$ cat config.mk
export PLATFORM = sky130hd
export DESIGN_NAME = imm_gen_pipe
export DESIGN_NICKNAME = d
export VERILOG_FILES = /design/src/rtl/imm_pkg.sv /design/src/rtl/imm_gen_pipe_extract.sv /design/src/rtl/imm_gen_pipe.sv
export SDC_FILE = /design/constraint.sdc
export NUM_CORES = 1
export LEC_CHECK = 0
export ABC_CLOCK_PERIOD_IN_PS = 1700
export BUFFER_PORTS_ARGS = -buffer_cell sky130_fd_sc_hd__buf_2
export CAP_MARGIN = 20
export CORE_MARGIN = 5
export CORE_UTILIZATION = 45
export CTS_BUF_LIST = sky130_fd_sc_hd__clkbuf_4
export DETAILED_ROUTE_END_ITERATION = 10
export PLACE_DENSITY_LB_ADDON = 0.15
export REMOVE_ABC_BUFFERS = 1
export SYNTH_ARGS = -nofsm -noshare
export SYNTH_HDL_FRONTEND = slang
export SYNTH_SLANG_ARGS = --single-unit
export TNS_END_PERCENT = 5
$ cat constraint.sdc
create_clock -name clk -period 1.7 [get_ports clk]
set_input_delay 0.34 -clock clk [delete_from_list [all_inputs] [get_ports clk]]
set_output_delay 0.34 -clock clk [all_outputs]
set_load 0.005 [all_outputs]
$ cat src/rtl/imm_pkg.sv
// Shared immediate-format definitions for the decode path.
package imm_pkg;

  localparam int unsigned IMM_SRC_W = 3;

  typedef enum logic [IMM_SRC_W-1:0] {
    IMM_S = 3'b000,
    IMM_I = 3'b001,
    IMM_B = 3'b010,
    IMM_U = 3'b011,
    IMM_J = 3'b100
  } imm_src_e;

endpackage

$ cat src/rtl/imm_gen_pipe_extract.sv
// Combinational RV32I immediate extraction, sign-extended to XLEN.
module imm_extract
  import imm_pkg::*;
#(
  parameter int unsigned XLEN = 32
) (
  input  logic [31:0]          instr_i,
  input  logic [IMM_SRC_W-1:0] imm_src_i,
  output logic [XLEN-1:0]      imm_o,
  output logic                 err_o
);

  logic [31:0] imm32;

  // Build the 32-bit immediate per format, then replicate its sign up to XLEN.
  always_comb begin
    imm32 = '0;
    err_o = 1'b0;
    case (imm_src_i)
      IMM_S:   imm32 = {{20{instr_i[31]}}, instr_i[31:25], instr_i[11:7]};
      IMM_I:   imm32 = {{20{instr_i[31]}}, instr_i[31:20]};
      IMM_B:   imm32 = {{19{instr_i[31]}}, instr_i[31], instr_i[7],
                        instr_i[30:25], instr_i[11:8], 1'b0};
      IMM_U:   imm32 = {instr_i[31:12], 12'b0};
      IMM_J:   imm32 = {{11{instr_i[31]}}, instr_i[31], instr_i[19:12],
                        instr_i[20], instr_i[30:21], 1'b0};
      default: err_o = 1'b1;
    endcase
    imm_o       = {XLEN{imm32[31]}};
    imm_o[31:0] = imm32;
  end

endmodule

$ cat src/rtl/imm_gen_pipe.sv
// Elastic DEPTH-stage pipeline around imm_extract with flush and backpressure.
module imm_gen_pipe
  import imm_pkg::*;
#(
  parameter int unsigned XLEN  = 32,
  parameter int unsigned DEPTH = 1
) (
  input  logic                 clk,
  input  logic                 rst,
  input  logic                 flush,
  input  logic                 in_valid,
  output logic                 in_ready,
  input  logic [31:0]          instr,
  input  logic [IMM_SRC_W-1:0] ImmSrc,
  output logic                 out_valid,
  input  logic                 out_ready,
  output logic [XLEN-1:0]      ImmOp,
  output logic                 ImmErr
);

  logic [XLEN-1:0]  ext_imm;
  logic             ext_err;
  logic [DEPTH-1:0] valid_q, valid_d, adv;
  logic [XLEN-1:0]  imm_q [DEPTH];
  logic [XLEN-1:0]  imm_d [DEPTH];
  logic             err_q [DEPTH];
  logic             err_d [DEPTH];

  imm_extract #(.XLEN(XLEN)) u_extract (
    .instr_i   (instr),
    .imm_src_i (ImmSrc),
    .imm_o     (ext_imm),
    .err_o     (ext_err)
  );

  // Ready chain from the output stage back to the input; a running OR keeps it acyclic.
  always_comb begin
    logic ready_up;
    ready_up = out_ready;
    adv      = '0;
    for (int unsigned i = 0; i < DEPTH; i++) begin
      ready_up           = ready_up | ~valid_q[DEPTH-1-i];
      adv[DEPTH-1-i]     = ready_up;
    end
  end

  // Next-state: stages advance when ready; payload loads only with a valid entry.
  always_comb begin
    valid_d = valid_q;
    for (int unsigned k = 0; k < DEPTH; k++) begin
      imm_d[k] = imm_q[k];
      err_d[k] = err_q[k];
    end
    if (adv[0]) begin
      valid_d[0] = in_valid;
      if (in_valid) begin
        imm_d[0] = ext_imm;
        err_d[0] = ext_err;
      end
    end
    for (int unsigned k = 1; k < DEPTH; k++) begin
      if (adv[k]) begin
        valid_d[k] = valid_q[k-1];
        if (valid_q[k-1]) begin
          imm_d[k] = imm_q[k-1];
          err_d[k] = err_q[k-1];
        end
      end
    end
    if (flush) valid_d = '0;
  end

  // Stage registers; reset clears valid and payload.
  always_ff @(posedge clk) begin
    if (rst) begin
      valid_q <= '0;
      for (int unsigned k = 0; k < DEPTH; k++) begin
        imm_q[k] <= '0;
        err_q[k] <= 1'b0;
      end
    end else begin
      valid_q <= valid_d;
      for (int unsigned k = 0; k < DEPTH; k++) begin
        imm_q[k] <= imm_d[k];
        err_q[k] <= err_d[k];
      end
    end
  end

  // Outputs come from the last stage, zeroed while it holds no entry.
  always_comb begin
    in_ready  = adv[0];
    out_valid = valid_q[DEPTH-1];
    ImmOp     = out_valid ? imm_q[DEPTH-1] : '0;
    ImmErr    = out_valid & err_q[DEPTH-1];
  end

endmodule

Yosys cells after proc, flatten, opt, wreduce, memory -nomap -nowiden. Memories as Yosys holds them, arrays and structs flattened. Index checks and enable logic that the tools add are counted. W data, S select, Z words.

Bits of input ports: 40. Word-level logic and storage cells: 29. Memory bits (writable): 33. Output and inout bits: 35. Memories: 2. Register bits after elaboration: 1.

Reductions and logical operators: 5. Mux-type cells: 14. Eq/ne operators: 4. Bitwise operators: 3.

Memories: imm_q (depth 1, bits a word 32, read ports 1, clocked after Yosys merged registers in 0, wr ports 1, line imm_gen_pipe.sv:24) `logic [XLEN-1:0] imm_q [DEPTH];`; err_q (depth 1, bits a word 1, read ports 1, clocked after Yosys merged registers in 0, wr ports 1, line imm_gen_pipe.sv:26) `logic err_q [DEPTH];`.

Operators by type and width (number): $pmux W32 S5 (1); $mux W32 (4); $reduce_or A32 Y1 (1); $mux W1 (9); $eq A3 B2 Y1 const B (2); $reduce_or A5 Y1 (1); $eq A3 B1 Y1 const B (1); $eq A3 B3 Y1 const B (1); $logic_not A3 Y1 (1); $reduce_or A2 Y1 (1); $and A1 B1 Y1 (1); $not A1 Y1 (1); $or A1 B1 Y1 (1); $reduce_or A1 Y1 (1).

Depth between registers and ports, before layout.
Word-level depth: 6. Mapped depth: 6. Gate-level depth less buffers: 5.

Hierarchy. From an unflattened synthesis, not the netlist that was laid out.

Cell total of the unflattened synthesis: 274. Area total of the unflattened synthesis: 2217.1 µm².

By module, submodules not included: imm_gen_pipe (cells each 191, area each 1736.7 µm², instances 1, sequential area each 680.7 µm²); imm_extract (cells each 83, area each 480.5 µm², instances 1, sequential area each 0.0 µm²).

Worst setup path after synthesis. OpenSTA, ideal clock, no wires.

Path kind: input to register. Start: input ImmSrc[1]. End: memory imm_q[0][24]. Stages on the path: 6. Data arrival time: 1.170 ns. Path slack: 0.393 ns. Buffers on the path: 2. Library setup time: 0.137 ns. Required time: 1.563 ns. Path through: and2_1 > buf_6 > nor2b_1 > buf_6 > a211oi_2 > nor3_2.

Cells in the longest elaborated chain, start to end: 5. Elaborated cells on any way between the ends: 9. Classes of those cells: 4 x eq/ne; 4 x mux; 1 x reduce/logical.

Ends and longest elaborated chain: from (decl) (line imm_gen_pipe.sv:14) `input logic [IMM_SRC_W-1:0] ImmSrc,`; $eq A3 B3 Y1, or another cell as far along (line imm_gen_pipe_extract.sv:19) `case (imm_src_i)`; $pmux W32 S5 (*) (line imm_gen_pipe_extract.sv:19); $mux W32 (*) (line imm_gen_pipe.sv:56) `if (in_valid) begin`; $mux W32 (*) (line imm_gen_pipe.sv:54) `if (adv[0]) begin`; $mux W32 (no line) (*); to (decl) (line imm_gen_pipe.sv:24).

Mark *: on every way between the ends. The rest lies on a longest branch, timed or not.

Final worst setup path.
Start: register valid_q (netlist: out_valid). End: output ImmOp[12].

Cells in the longest elaborated chain, start to end: 1.

Ends and longest elaborated chain: from (decl) (line imm_gen_pipe.sv:23) `logic [DEPTH-1:0] valid_q, valid_d, adv;`; from (signal assigned) (line imm_gen_pipe.sv:82) `valid_q <= valid_d;`; $mux W32 (line imm_gen_pipe.sv:94) `ImmOp = out_valid ? imm_q[DEPTH-1] : '0;`; to (decl) (line imm_gen_pipe.sv:17) `output logic [XLEN-1:0] ImmOp,`.

No other way between the ends.

==> results.txt <==
Setup violations remaining at the end of the flow were counted as 0. Of the total power, the share spent switching nets is 25.4%. Entering global routing, the biggest net connects 35 pins. The first element of the critical path was out_valid.

The proportion of layout cells with a drive suffix above 1 was 39.0%; the residual antenna-violating net count after detailed routing was 0. The logs give 230 for the instance count of the mapped netlist and 0 for the total global routing overflow. The post-cts sizing count came out at 0. The kind of start point of the critical path was a flip-flop. The ratio of total power to cell area was 789 mW/mm²; the global-route usage over all layers was 16.6%.

The synthesized design contains 34 register bits. Measured on the finished design, the core utilization comes to 57.2%. The vertical die dimension was 76.5 µm; the final cycle utilization of the critical path was 93.2%. The first global-routing pass estimated 8.19 mm of wire.

The tools report the met1 usage in global routing as 19.8%. The worst hold path begins at flush. Count of warnings emitted by yosys: 0.

The initial antenna violation count was 0; the clock edge transition at the registers on the reported setup and hold paths was 0.11 ns. The critical register-to-register path startpoint was out_valid. The switching power was 0.000496 W; the share of synthesized area occupied by flip-flops and latches was 34.3%.

The tool flagged a number of max-cap violations equal to 0. The number of port buffers is 67. The area overhead of the layout relative to synthesis works out to 24.5%.

The count of TritonRoute iterations in the first routing pass came out at 4. The logs give 61.6% for the normalized max-slew margin and 0.00432 mm² for the core area. In this run, synthesis inferred 0 flip-flops with an integrated enable. The placement-stage worst setup slack came out at -0.0316 ns.

At the end of routability-driven placement, the weighted congestion stood at 0.752. The tools report the met3 global-route usage as 5.32%. The number of antenna diodes in the final layout is 0. For the worst setup path, the data required time is 1.36 ns. For the pin with the worst max-slew slack, the measured transition is 0.575 ns. Final worst-path setup slack: 0.115 ns. The main flop type after synthesis is dfxtp_1. Clock tree synthesis inserted a total of 5 buffers. The HPWL after detailed placement is 3.58 mm. The number of global-route vias before repair came out at 1789. The time the final worst path needs with I/O delays and setup is 1.58 ns, and the average cell area after synthesis is 8.64 µm². Across all layers, the routed design uses 1839 vias.

The routing layer with the top usage in global route was met2. The total number of H-tree levels came out at 2. For the worst-skew pair, the clock arrives at the later sink with an insertion delay of 0.34 ns. The mapped cell area was 0.00199 mm²; the worst reg-to-reg path cell count was 6. For this run, the post-layout net count is 334.

During I/O placement, the number of pins put on the boundary was 75. The logs give 0 for the number of buffers inserted for hold repair after clock tree synthesis and 4.92 mm for the wire length reported by the detailed router. Setup repair after global routing left no endpoint under its margin. For this run, design rule violations remaining after detail routing come to 0. The clock power share was 37.7%.

The fraction of power consumed by sequential logic is 44.1%, and the count of distinct cell types in the synthesized netlist is 37. The path with the worst hold slack has its endpoint at out_valid. The average wire length per cell after detail routing is 14.2 µm.

The number of cells on the worst hold path was 2. The share of total power dissipated in combinational logic is 18.2%. The final hold violation count came out at 0. The path class of the lowest-slack min-delay path is in2reg.

The number of buffers on the longest clock path was 2; the violation count after the first detailed-route iteration was 25. Share of flip-flops with an asynchronous set or reset: 0%. The via-per-instance ratio works out to 5.30. TritonCTS built the clock tree. Derived from the worst setup path, the maximum achievable clock frequency is 0.631 GHz.

The initial utilization of the core area, before any placement, comes to 45.9%. The flow ran to the end, and the final reports show no timing, DRC or antenna violations. Once the clock tree was built, the setup fixing pass inserted 0 buffers. Cell internal power was estimated by the tool at 0.00146 W. The most common cell after layout, fill and taps aside was buf_2. The initialized floorplan defines 24 standard-cell rows. The critical path arrival was 1.24 ns. The tree is rooted in a clkbuf_4.

In this run the critical register-to-register path is captured at imm_q[0][27]. Number of sinks handled by clock tree synthesis: 34. In this run the horizontal extent of the chip is 76.5 µm.

On the final layout, the worst clock skew is 0.00697 ns. In the layout the commonest cells are buf_2, and2_1, dfxtp_1. The tools report the number of max-slew violations in the final report as 0. STA classifies the critical path endpoint as an output port.

The total die area is 0.00584 mm², and the fraction of met2 tracks used by global routing is 28.5%. The highest net fanout along the worst path was 34; the minimum setup slack among reg-to-reg paths was 0.37 ns. The worst setup path is of the reg2out kind. The logs give 0.358 mV for the largest voltage drop on the vdd net and 1.08 nW for the leakage component of the power.
[Yosys cell counts, types with 6 or more instances]
| cell type | number | area, µm² |
|---|---|---|
| nor2_1 | 25 | 93.8 |
| nor3_2 | 10 | 100 |
| a22oi_1 | 8 | 60.1 |
| clkbuf_1 | 9 | 33.8 |
| nand3b_1 | 13 | 97.6 |
| a211oi_2 | 10 | 125 |
| nor3_1 | 6 | 30.0 |
| dfxtp_1 | 34 | 681 |
| a21oi_1 | 22 | 110 |
| o21ai_1 | 8 | 40.0 |
| o22a_1 | 8 | 70.1 |
| and2_1 | 34 | 213 |
[metal layers]
layer  routed length [µm]  up-vias
met5                    0        -
li1                     -      937
met3                  305        6
met1                 2210      849
met2                 2350       47
met4                   51        0
[final cells by class]
class	instances	area (µm²)
Tap cell	52	65.1
Inverter	3	11.3
Clock buffer	5	37.5
Fill cell	415	1850
Sequential cell	34	681
Multi-Input combinational cell	171	1160
Clock inverter	3	63.8
Timing Repair Buffer	79	454
[metrics by stage]
step	setup TNS [ns]	hold slack, ns	area [µm²]	std cells	total power [W]
after detailed placement	-0.0643	0.458	2370	339	0.00124
after global placement	-2.59	0.455	2360	338	0.00123
after CTS	0	0.131	2470	347	0.00198
after floorplan	-0.0519	0.409	1850	208	0.00107
after global routing	0	0.140	2470	347	0.00205
final	0	0.143	2470	347	0.00195
[logic make-up after synthesis]
logic type | after synthesis | synth area share, %
and+or+nand+nor | 104 | 33.2
AOI/OAI and AO/OA | 64 | 23.7
adders and majority gates | 1 | 0.567
DFF | 34 | 34.3
muxes | 1 | 0.567
xor gates and xnor gates | 1 | 0.441
buffers and inverters | 25 | 7.30
[critical path, stage by stage, from the launching register on]
cell and delay (ns):
dfxtp_1 0.35, buf_4 0.27, and2_1 0.17, buf_2 0.11
[registers in the layout, indices dropped and copies added, names as in the netlist]
register and count:
out_valid 1, err_q 1, imm_q 32
[how the worst max path moves through the flow]
stage	end	slack [ns]	depth (start not counted)
4_1_cts	ImmOp[8]	0.08	3
3_5_place_dp	imm_q[0][20]	-0.03	6
2_1_floorplan	imm_q[0][20]	-0.02	4
3_3_place_gp	imm_q[0][20]	-0.25	5
6_report	ImmOp[12]	0.12	3
5_1_grt	ImmOp[24]	0.01	3
[power groups by stage]
stage / registers [W] / clock network (W) / logic [W]
after floorplan: 0.000877 / 0 / 0.000194
after global placement: 0.000879 / 0 / 0.000353
after detailed placement: 0.000880 / 0 / 0.000358
after CTS: 0.000862 / 0.000756 / 0.000360
after global routing: 0.000866 / 0.000788 / 0.000396
final: 0.000861 / 0.000735 / 0.000356
(Power assumes the default switching activity.)
